--- src/rtl/load_store_unit.sv ---
// Load/store unit between a pipeline and a single-port synchronous data memory.
// Sub-word stores use a read-modify-write sequence; misaligned or out-of-range requests are rejected.
module load_store_unit #(
  parameter int MEM_WORDS = 256
) (
  input  logic        clk,
  input  logic        rst_n,
  input  logic        req_valid,
  output logic        req_ready,
  input  logic        req_we,
  input  logic [1:0]  req_size,
  input  logic        req_signed,
  input  logic [31:0] req_addr,
  input  logic [31:0] req_wdata,
  output logic        mem_read,
  output logic        mem_write,
  output logic [31:0] mem_address,
  output logic [31:0] mem_write_data,
  input  logic [31:0] mem_read_data,
  output logic        resp_valid,
  output logic [31:0] resp_rdata,
  output logic        resp_err
);

  typedef enum logic [2:0] {IDLE, RD, CAP, WR, DONE} state_t;

  state_t      state_q, state_d;
  logic        we_q, we_d;
  logic [1:0]  size_q, size_d;
  logic        sgn_q, sgn_d;
  logic [31:0] addr_q, addr_d;
  logic [31:0] wdata_q, wdata_d;
  logic [31:0] rdata_q, rdata_d;
  logic        err_q, err_d;

  logic        accept;
  logic        misaligned;
  logic        req_err;
  logic [7:0]  ld_byte;
  logic [15:0] ld_half;
  logic [31:0] ld_val;
  logic [31:0] merged;

  assign accept = req_valid && (state_q == IDLE);

  always_comb begin
    misaligned = 1'b0;
    case (req_size)
      2'b00:   misaligned = 1'b0;
      2'b01:   misaligned = req_addr[0];
      2'b10:   misaligned = |req_addr[1:0];
      default: misaligned = 1'b1;
    endcase
    req_err = misaligned || ({2'b00, req_addr[31:2]} >= 32'(MEM_WORDS));
  end

  // Lane extraction for loads and lane merge for sub-word stores share the captured word.
  always_comb begin
    ld_byte = mem_read_data[7:0];
    case (addr_q[1:0])
      2'd0: ld_byte = mem_read_data[7:0];
      2'd1: ld_byte = mem_read_data[15:8];
      2'd2: ld_byte = mem_read_data[23:16];
      2'd3: ld_byte = mem_read_data[31:24];
      default: ld_byte = mem_read_data[7:0];
    endcase
    ld_half = addr_q[1] ? mem_read_data[31:16] : mem_read_data[15:0];
    case (size_q)
      2'b00:   ld_val = {{24{sgn_q & ld_byte[7]}}, ld_byte};
      2'b01:   ld_val = {{16{sgn_q & ld_half[15]}}, ld_half};
      default: ld_val = mem_read_data;
    endcase

    merged = mem_read_data;
    if (size_q == 2'b00) begin
      case (addr_q[1:0])
        2'd0: merged[7:0]   = wdata_q[7:0];
        2'd1: merged[15:8]  = wdata_q[7:0];
        2'd2: merged[23:16] = wdata_q[7:0];
        2'd3: merged[31:24] = wdata_q[7:0];
        default: merged = mem_read_data;
      endcase
    end else if (addr_q[1]) begin
      merged[31:16] = wdata_q[15:0];
    end else begin
      merged[15:0] = wdata_q[15:0];
    end
  end

  always_comb begin
    state_d = state_q;
    we_d    = we_q;
    size_d  = size_q;
    sgn_d   = sgn_q;
    addr_d  = addr_q;
    wdata_d = wdata_q;
    rdata_d = rdata_q;
    err_d   = err_q;
    case (state_q)
      IDLE: begin
        if (accept) begin
          we_d    = req_we;
          size_d  = req_size;
          sgn_d   = req_signed;
          addr_d  = req_addr;
          wdata_d = req_wdata;
          if (req_err) begin
            state_d = DONE;
            err_d   = 1'b1;
            rdata_d = '0;
          end else if (req_we && (req_size == 2'b10)) begin
            state_d = WR;
          end else begin
            state_d = RD;
          end
        end
      end
      RD:  state_d = CAP;
      CAP: begin
        // Sub-word store parks the merged word in wdata_q for the following write.
        if (we_q) begin
          wdata_d = merged;
          state_d = WR;
        end else begin
          rdata_d = ld_val;
          err_d   = 1'b0;
          state_d = DONE;
        end
      end
      WR: begin
        rdata_d = '0;
        err_d   = 1'b0;
        state_d = DONE;
      end
      DONE:    state_d = IDLE;
      default: state_d = IDLE;
    endcase
  end

  always_ff @(posedge clk or negedge rst_n) begin
    if (!rst_n) begin
      state_q <= IDLE;
      we_q    <= 1'b0;
      size_q  <= '0;
      sgn_q   <= 1'b0;
      addr_q  <= '0;
      wdata_q <= '0;
      rdata_q <= '0;
      err_q   <= 1'b0;
    end else begin
      state_q <= state_d;
      we_q    <= we_d;
      size_q  <= size_d;
      sgn_q   <= sgn_d;
      addr_q  <= addr_d;
      wdata_q <= wdata_d;
      rdata_q <= rdata_d;
      err_q   <= err_d;
    end
  end

  assign req_ready      = (state_q == IDLE);
  assign mem_read       = (state_q == RD);
  assign mem_write      = (state_q == WR);
  assign mem_address    = {2'b00, addr_q[31:2]};
  assign mem_write_data = wdata_q;
  assign resp_valid     = (state_q == DONE);
  assign resp_rdata     = rdata_q;
  assign resp_err       = err_q;

endmodule
--- config.mk ---
export PLATFORM = sky130hd
export DESIGN_NAME = load_store_unit
export DESIGN_NICKNAME = d
export VERILOG_FILES = /design/src/rtl/load_store_unit.sv
export SDC_FILE = /design/constraint.sdc
export NUM_CORES = 1
export LEC_CHECK = 0
export ABC_AREA = 0
export BUFFER_PORTS_ARGS = -buffer_cell sky130_fd_sc_hd__buf_4
export CAP_MARGIN = 20
export CORE_UTILIZATION = 50
export DETAILED_ROUTE_END_ITERATION = 16
export PLACE_DENSITY_LB_ADDON = 0.3
export SYNTH_ARGS = -nofsm -noshare
export SYNTH_HDL_FRONTEND = slang
export SYNTH_SLANG_ARGS = --single-unit
--- constraint.sdc ---
create_clock -name clk -period 2.5 [get_ports clk]
set_input_delay 0.125 -clock clk [delete_from_list [all_inputs] [get_ports clk]]
set_output_delay 0.125 -clock clk [all_outputs]
set_load 0.01 [all_outputs]
### Word-level counts from Yosys, hierarchy flattened

Index checks and enable logic that the tools add are counted.
Widths: inputs -> output; s select.

| storage, ports and cells | value |
|---|---|
| bits in registers | 104 |
| input port bits | 103 |
| output and inout port bits | 101 |
| logic and storage cells | 71 |

| operators by class | value |
|---|---|
| $lt $le $gt $ge | 1 |
| eq/ne operators | 16 |
| multiplexer cells | 27 |
| bitwise gates (word level) | 2 |
| reductions and logical operators | 15 |

Operators with widths:

| operator | count |
|---|---|
| $mux 32 | 6 |
| $pmux 32 s2 | 2 |
| $pmux 32 s3 | 1 |
| $mux 16 | 3 |
| $mux 8 | 4 |
| $pmux 8 s4 | 1 |
| $ge 30x9->1 const B | 1 |
| $pmux 3 s4 | 1 |
| $mux 3 | 3 |
| $reduce_and 4->1 | 2 |
| $eq 2x1->1 const B | 3 |
| $eq 2x2->1 const B | 3 |
| $eq 3x2->1 const B | 2 |
| $logic_not 2->1 | 3 |
| $ne 3x3->1 const B | 2 |
| $pmux 1 s3 | 2 |
| $reduce_and 5->1 | 1 |
| $ne 2x1->1 const B | 2 |
| $ne 2x2->1 const B | 2 |
| $eq 3x1->1 const B | 1 |
| $eq 3x3->1 const B | 1 |
| $logic_not 3->1 | 1 |
| $mux 1 | 3 |
| $reduce_and 3->1 | 1 |
| 8 further kinds | 10 |

### Logic depth before layout (Yosys ltp)

| logic depth | value |
|---|---|
| depth after elaboration | 6 |
| gate-level depth with buffers | 8 |
| gate-level depth less buffers | 4 |

### Least setup slack after synthesis

OpenSTA, ideal clock, no wires.

| timing path | value |
|---|---|
| kind | register -> register |
| from | register state_q[1] |
| to | register addr_q[0] |
| library setup time | 0.125 ns |
| arrival time | 1.729 ns |
| required time | 2.375 ns |
| setup slack | 0.646 ns |
| cell stages (with the launch flop) | 7 |
| buffers on the path | 3 |
| period minus slack after synthesis | 1.854 ns |
| cells stage by stage | dfrtp_1 buf_2 nor3_1 and2_1 clkbuf_1 buf_2 mux2_2 |

| between the ends | value |
|---|---|
| cells in the longest elaborated chain, start to end | 3 |

RTL lines:

| what | line | source |
|---|---|---|
| from (decl) | 27 | `state_t state_q, state_d;` |
| from (signal assigned) | 151 | `state_q <= state_d;` |
| $logic_not 3->1 (*) | -- |  |
| net req_ready | 9 | `output logic req_ready,` |
| $logic_and 1x1->1 | 44 | `assign accept = req_valid && (state_q == IDLE);` |
| $reduce_and 2->1 (no source line) (*) | -- |  |
| to (signal assigned) | 155 | `addr_q <= addr_d;` |
| to (decl) | 31 | `logic [31:0] addr_q, addr_d;` |

Mark *: on every way through the listed nets, which the timed path passes. The rest lies on a longest branch.
A chain may end at the register's enable or synchronous reset.

### Final worst setup path

| timing path | value |
|---|---|
| from | register size_q[0] |
| to | register rdata_q[6], in the netlist resp_rdata[6] |

| between the ends | value |
|---|---|
| cells in the longest elaborated chain, start to end | 4 |
| elaborated cells between the ends (all ways) | 5 |
| classes of those cells | eq/ne (1); mux (3); reduce/logical (1) |

RTL lines:

| what | line | source |
|---|---|---|
| from (decl) | 29 | `logic [1:0] size_q, size_d;` |
| from (signal assigned) | 153 | `size_q <= size_d;` |
| $eq 2x1->1 / $logic_not 2->1 (equally long branches) | 68 | `case (size_q)` |
| $pmux 32 s2 (*) | 68 |  |
| $mux 32 (*) | 121 | `if (we_q) begin` |
| $pmux 32 s3 (*) | 99 | `case (state_q)` |
| to (signal assigned) | 157 | `rdata_q <= rdata_d;` |
| to (decl) | 33 | `logic [31:0] rdata_q, rdata_d;` |

Mark *: on every way between the ends. The rest lies on a longest branch, timed or not. The select of a mux whose other input is x is not followed.

==> impl_metrics.prom <==
# TYPE chip_impl_metric gauge
chip_impl_metric{name="async_reset_ff_share",unit="%"} 100
chip_impl_metric{name="place_hpwl",unit="um"} 13000
chip_impl_info{name="outcome",value="complete, no violations"} 1
chip_impl_info{name="hold_class",value="input port to flip-flop"} 1
chip_impl_metric{name="cts_max_path_buffers",unit=""} 2
chip_impl_metric{name="grt_usage",unit="%"} 30.2
chip_impl_metric{name="share_clk_of_total_power",unit="%"} 33.8
chip_impl_metric{name="crit_path_largest_cell_delay",unit="ps"} 860
chip_impl_metric{name="drcViolationCount",unit=""} 0
chip_impl_metric{name="fp.coreArea",unit="um2"} 10900
chip_impl_metric{name="netlist_instances",unit=""} 586
chip_impl_metric{name="worst_clock_skew",unit="ps"} 8.59
chip_impl_metric{name="cts.sinks",unit=""} 104
chip_impl_metric{name="p_per_area",unit="nW/um2"} 633
chip_impl_metric{name="number_of_unique_standard_cell_types_used_by_synthesis",unit=""} 52
chip_impl_info{name="setup_repair_after_global_routing_missed_its_margin",value="no"} 1
chip_impl_metric{name="detailroute.via_count",unit=""} 5171
chip_impl_info{name="cts_tree",value="yes"} 1
chip_impl_metric{name="drive_above_1_share",unit="%"} 40.8
chip_impl_metric{name="worst_reg2reg_setup_slack",unit="ps"} 260
chip_impl_metric{name="yosysWarnings",unit=""} 0
chip_impl_info{name="synth_top_area_cell",value="dfrtp_1"} 1
chip_impl_metric{name="netlist.area_leader.share",unit="%"} 46.1
chip_impl_metric{name="rd_place_congestion",unit=""} 0.932
chip_impl_metric{name="first_pass_iters",unit=""} 6
chip_impl_metric{name="p_sw_share",unit="%"} 29.8
chip_impl_metric{name="maximum_frequency_from_static_timing_analysis",unit="MHz"} 446
chip_impl_metric{name="wire_length_of_the_first_global_routing_pass",unit="um"} 26800
chip_impl_metric{name="critPathBufInv",unit=""} 0
chip_impl_metric{name="fin_nets",unit=""} 848
chip_impl_metric{name="layout_setup_ws",unit="ps"} 258
chip_impl_metric{name="floorplan.die.height",unit="um"} 108
chip_impl_metric{name="final-setup-viol-count",unit=""} 0
chip_impl_metric{name="clkLatencyLatePin",unit="ps"} 350
chip_impl_metric{name="first_global_vias",unit=""} 4993
chip_impl_metric{name="timing.final.max_slew_violations",unit=""} 0
chip_impl_metric{name="syn_to_final_growth",unit="%"} 31.9
chip_impl_metric{name="final_antenna_net_count",unit=""} 0
chip_impl_metric{name="core.rowCount",unit=""} 38
chip_impl_metric{name="placedInstanceArea",unit="um2"} 7060
chip_impl_metric{name="slew-limit-headroom",unit="%"} 47.0
chip_impl_metric{name="cts_buffers",unit=""} 9
chip_impl_metric{name="seq_power_share",unit="%"} 42.6
chip_impl_info{name="critical_path.cell_chain",value="or2b_1 -> a21oi_1 -> o21ai_0 -> o22ai_1"} 1
chip_impl_metric{name="routedWlPerCell",unit="um"} 19.3
chip_impl_metric{name="antenna_found_initial",unit=""} 0
chip_impl_metric{name="floorplan.initialDensity",unit="%"} 51.6
chip_impl_metric{name="clk_pin_slew",unit="ps"} 70
chip_impl_metric{name="internal_power",unit="mW"} 3.31
chip_impl_metric{name="mappedNetlistArea",unit="um2"} 5640
chip_impl_info{name="synthTopCellsByCount",value="104 x dfrtp_1, 72 x nand2_1, 51 x o21ai_0, 47 x mux2_2, 40 x nor2_1"} 1
chip_impl_metric{name="share_comb_of_total_power",unit="%"} 23.6
chip_impl_metric{name="maxCapViolCount",unit=""} 0
chip_impl_metric{name="timing.final.hold_violations",unit=""} 0
chip_impl_metric{name="antenna_cells",unit=""} 0
chip_impl_metric{name="totalNegativeSetupSlack",unit="ps"} 0
chip_impl_metric{name="pre_cts_setup_slack",unit="ps"} 397
chip_impl_metric{name="worstPathMaxFanout",unit=""} 26
chip_impl_metric{name="final_util",unit="%"} 68.0
chip_impl_metric{name="crit_share_post_route",unit="%"} 89.7
chip_impl_info{name="start_kind",value="flip-flop"} 1
chip_impl_metric{name="floorplan.io_pins",unit=""} 204
chip_impl_metric{name="post_cts.repair.setup_buffers",unit=""} 0
chip_impl_metric{name="die-area",unit="um2"} 11700
chip_impl_metric{name="tightestPinTransition",unit="ps"} 795
chip_impl_metric{name="min_clock_period_post_route",unit="ps"} 2240
chip_impl_metric{name="ys_seq_area_share",unit="%"} 46.1
chip_impl_metric{name="crit_required",unit="ps"} 2710
chip_impl_metric{name="grt_remaining_overflow",unit=""} 0
chip_impl_metric{name="ir_drop",unit="mV"} 0.399
chip_impl_info{name="timing.critical_path.max_delay_family",value="flip-flops"} 1
chip_impl_metric{name="drt_wl_total",unit="um"} 17200
chip_impl_metric{name="switching_power",unit="mW"} 1.40
chip_impl_metric{name="flop_and_latch_count_out_of_synthesis",unit=""} 104
chip_impl_info{name="synth_ff_type",value="dfrtp_1"} 1
chip_impl_metric{name="cts-htree-levels",unit=""} 3
chip_impl_metric{name="synth-edff-count",unit=""} 0
chip_impl_metric{name="dr.first_iter.drc_count",unit=""} 430
chip_impl_info{name="setup.worst_path.class",value="flip-flop to flip-flop"} 1
chip_impl_metric{name="syn_area_per_cell",unit="um2"} 9.63
chip_impl_metric{name="die_x",unit="um"} 108
chip_impl_metric{name="postLayoutCellArea",unit="um2"} 7440
chip_impl_metric{name="leakage",unit="nW"} 3.42
chip_impl_metric{name="routed_via_density",unit=""} 5.81
chip_impl_info{name="ctsRootBufferMaster",value="clkbuf_16"} 1
chip_impl_metric{name="post_cts.resized_instances",unit=""} 0
chip_impl_metric{name="port_buffers",unit=""} 201
chip_impl_info{name="worst_path_max_delay_cell",value="dfrtp_1"} 1
chip_impl_metric{name="worst_ep_arrival_time",unit="ps"} 2460
chip_impl_metric{name="fill_cells",unit=""} 892
chip_impl_info{name="synth_area_leaders",value="dfrtp_1 46%, mux2_2 9.4%, nand2_1 4.8%, o21ai_0 4.5%, buf_4 4.4%"} 1
chip_impl_info{name="critPathCaptureType",value="flip-flop"} 1
chip_impl_metric{name="maximum_number_of_pins_on_one_net_before_global_route_repair",unit=""} 59
chip_impl_info{name="synth.most_common_cell",value="dfrtp_1"} 1
power by group through the flow:
stage | clock network (mW) | logic, mW | registers, mW
final | 1.59 | 1.11 | 2.01
after global routing | 1.66 | 1.21 | 2.03
after floorplan | 0 | 0.670 | 1.99
after CTS | 1.61 | 1.11 | 2.00
after global placement | 0 | 1.08 | 2.03
after detailed placement | 0 | 1.10 | 2.04
cells by family after synthesis:
group | after synthesis | synth area share [%]
DFF | 104 | 46.1
and+or+nand+nor | 170 | 14.9
AOI/OAI and AO/OA | 168 | 19.1
buffers and inverters | 85 | 8.50
muxes | 58 | 11.3
other | 1 | 0.0665
flip-flops by register name, indices dropped and copies added, names as in the netlist:
register        cells
addr_q             32
mem_write_data     32
resp_err            1
resp_rdata         32
sgn_q               1
size_q              2
state_q             3
we_q                1
metrics by stage:
| step | instances | hold WS [ps] | total power, mW |
|---|---|---|---|
| floorplan | 587 | -171 | 2.66 |
| global placement | 870 | 173 | 3.11 |
| detailed placement | 870 | 182 | 3.14 |
| CTS | 889 | 1.43 | 4.72 |
| global route | 890 | 7.26 | 4.90 |
| finish | 890 | 5.46 | 4.71 |
area by class of cell:
| cell class | count | area [um2] | share of cell area, % |
|---|---|---|---|
| multi-input cells | 398 | 2580 | 34.7 |
| well taps | 140 | 175 | 2.35 |
| repair buffers | 224 | 1720 | 23.1 |
| clock inverters | 7 | 113 | 1.51 |
| clock buffers | 9 | 225 | 3.03 |
| flip-flops and latches | 104 | 2600 | 35.0 |
| inverters | 8 | 30.0 | 0.404 |
what timing repair did:
item	CTS	global route
hold buffers	3	1
endpoints found under the setup margin	0	0
hold endpoints to repair	48	1
tightest hold or removal path, stage by stage:
cell and delay, ps:
buf_4 90, nand2_1 40, o21ai_0 50
placed cells by master (no fill, tap or decap), types with 8 or more instances in the layout:
cell,count
nand2_1,72
dfrtp_1,104
clkbuf_16,9
or3_1,8
mux2i_1,11
a221oi_1,10
a21oi_1,33
mux2_2,47
o22ai_1,32
nor2_1,40
o21ai_0,51
buf_4,218
a211oi_1,8
routing by layer:
| metal | track usage [%] | part of all wire, % | vias to the layer above |
|---|---|---|---|
| li1 | - | - | 2396 |
| met1 | 42.9 | 42 | 2505 |
| met2 | 47.7 | 48 | 250 |
| met3 | 4.16 | 8.3 | 20 |
| met4 | 9.49 | 1.5 | 0 |
| met5 | 0 | 0 | - |
final timing paths:
path,endpoint,depth (start not counted),start
setup / recovery,resp_rdata[6],4,size_q[0]
hold / removal,size_q[1],3,req_size[1]
setup reg to reg,resp_rdata[6],4,size_q[0]
hold reg to reg,mem_write_data[17],2,mem_write_data[17]
max in group asynchronous,addr_q[22],3,rst_n
min in group asynchronous,resp_rdata[18],2,rst_n
Note: power is estimated with default switching activity, not from simulation.
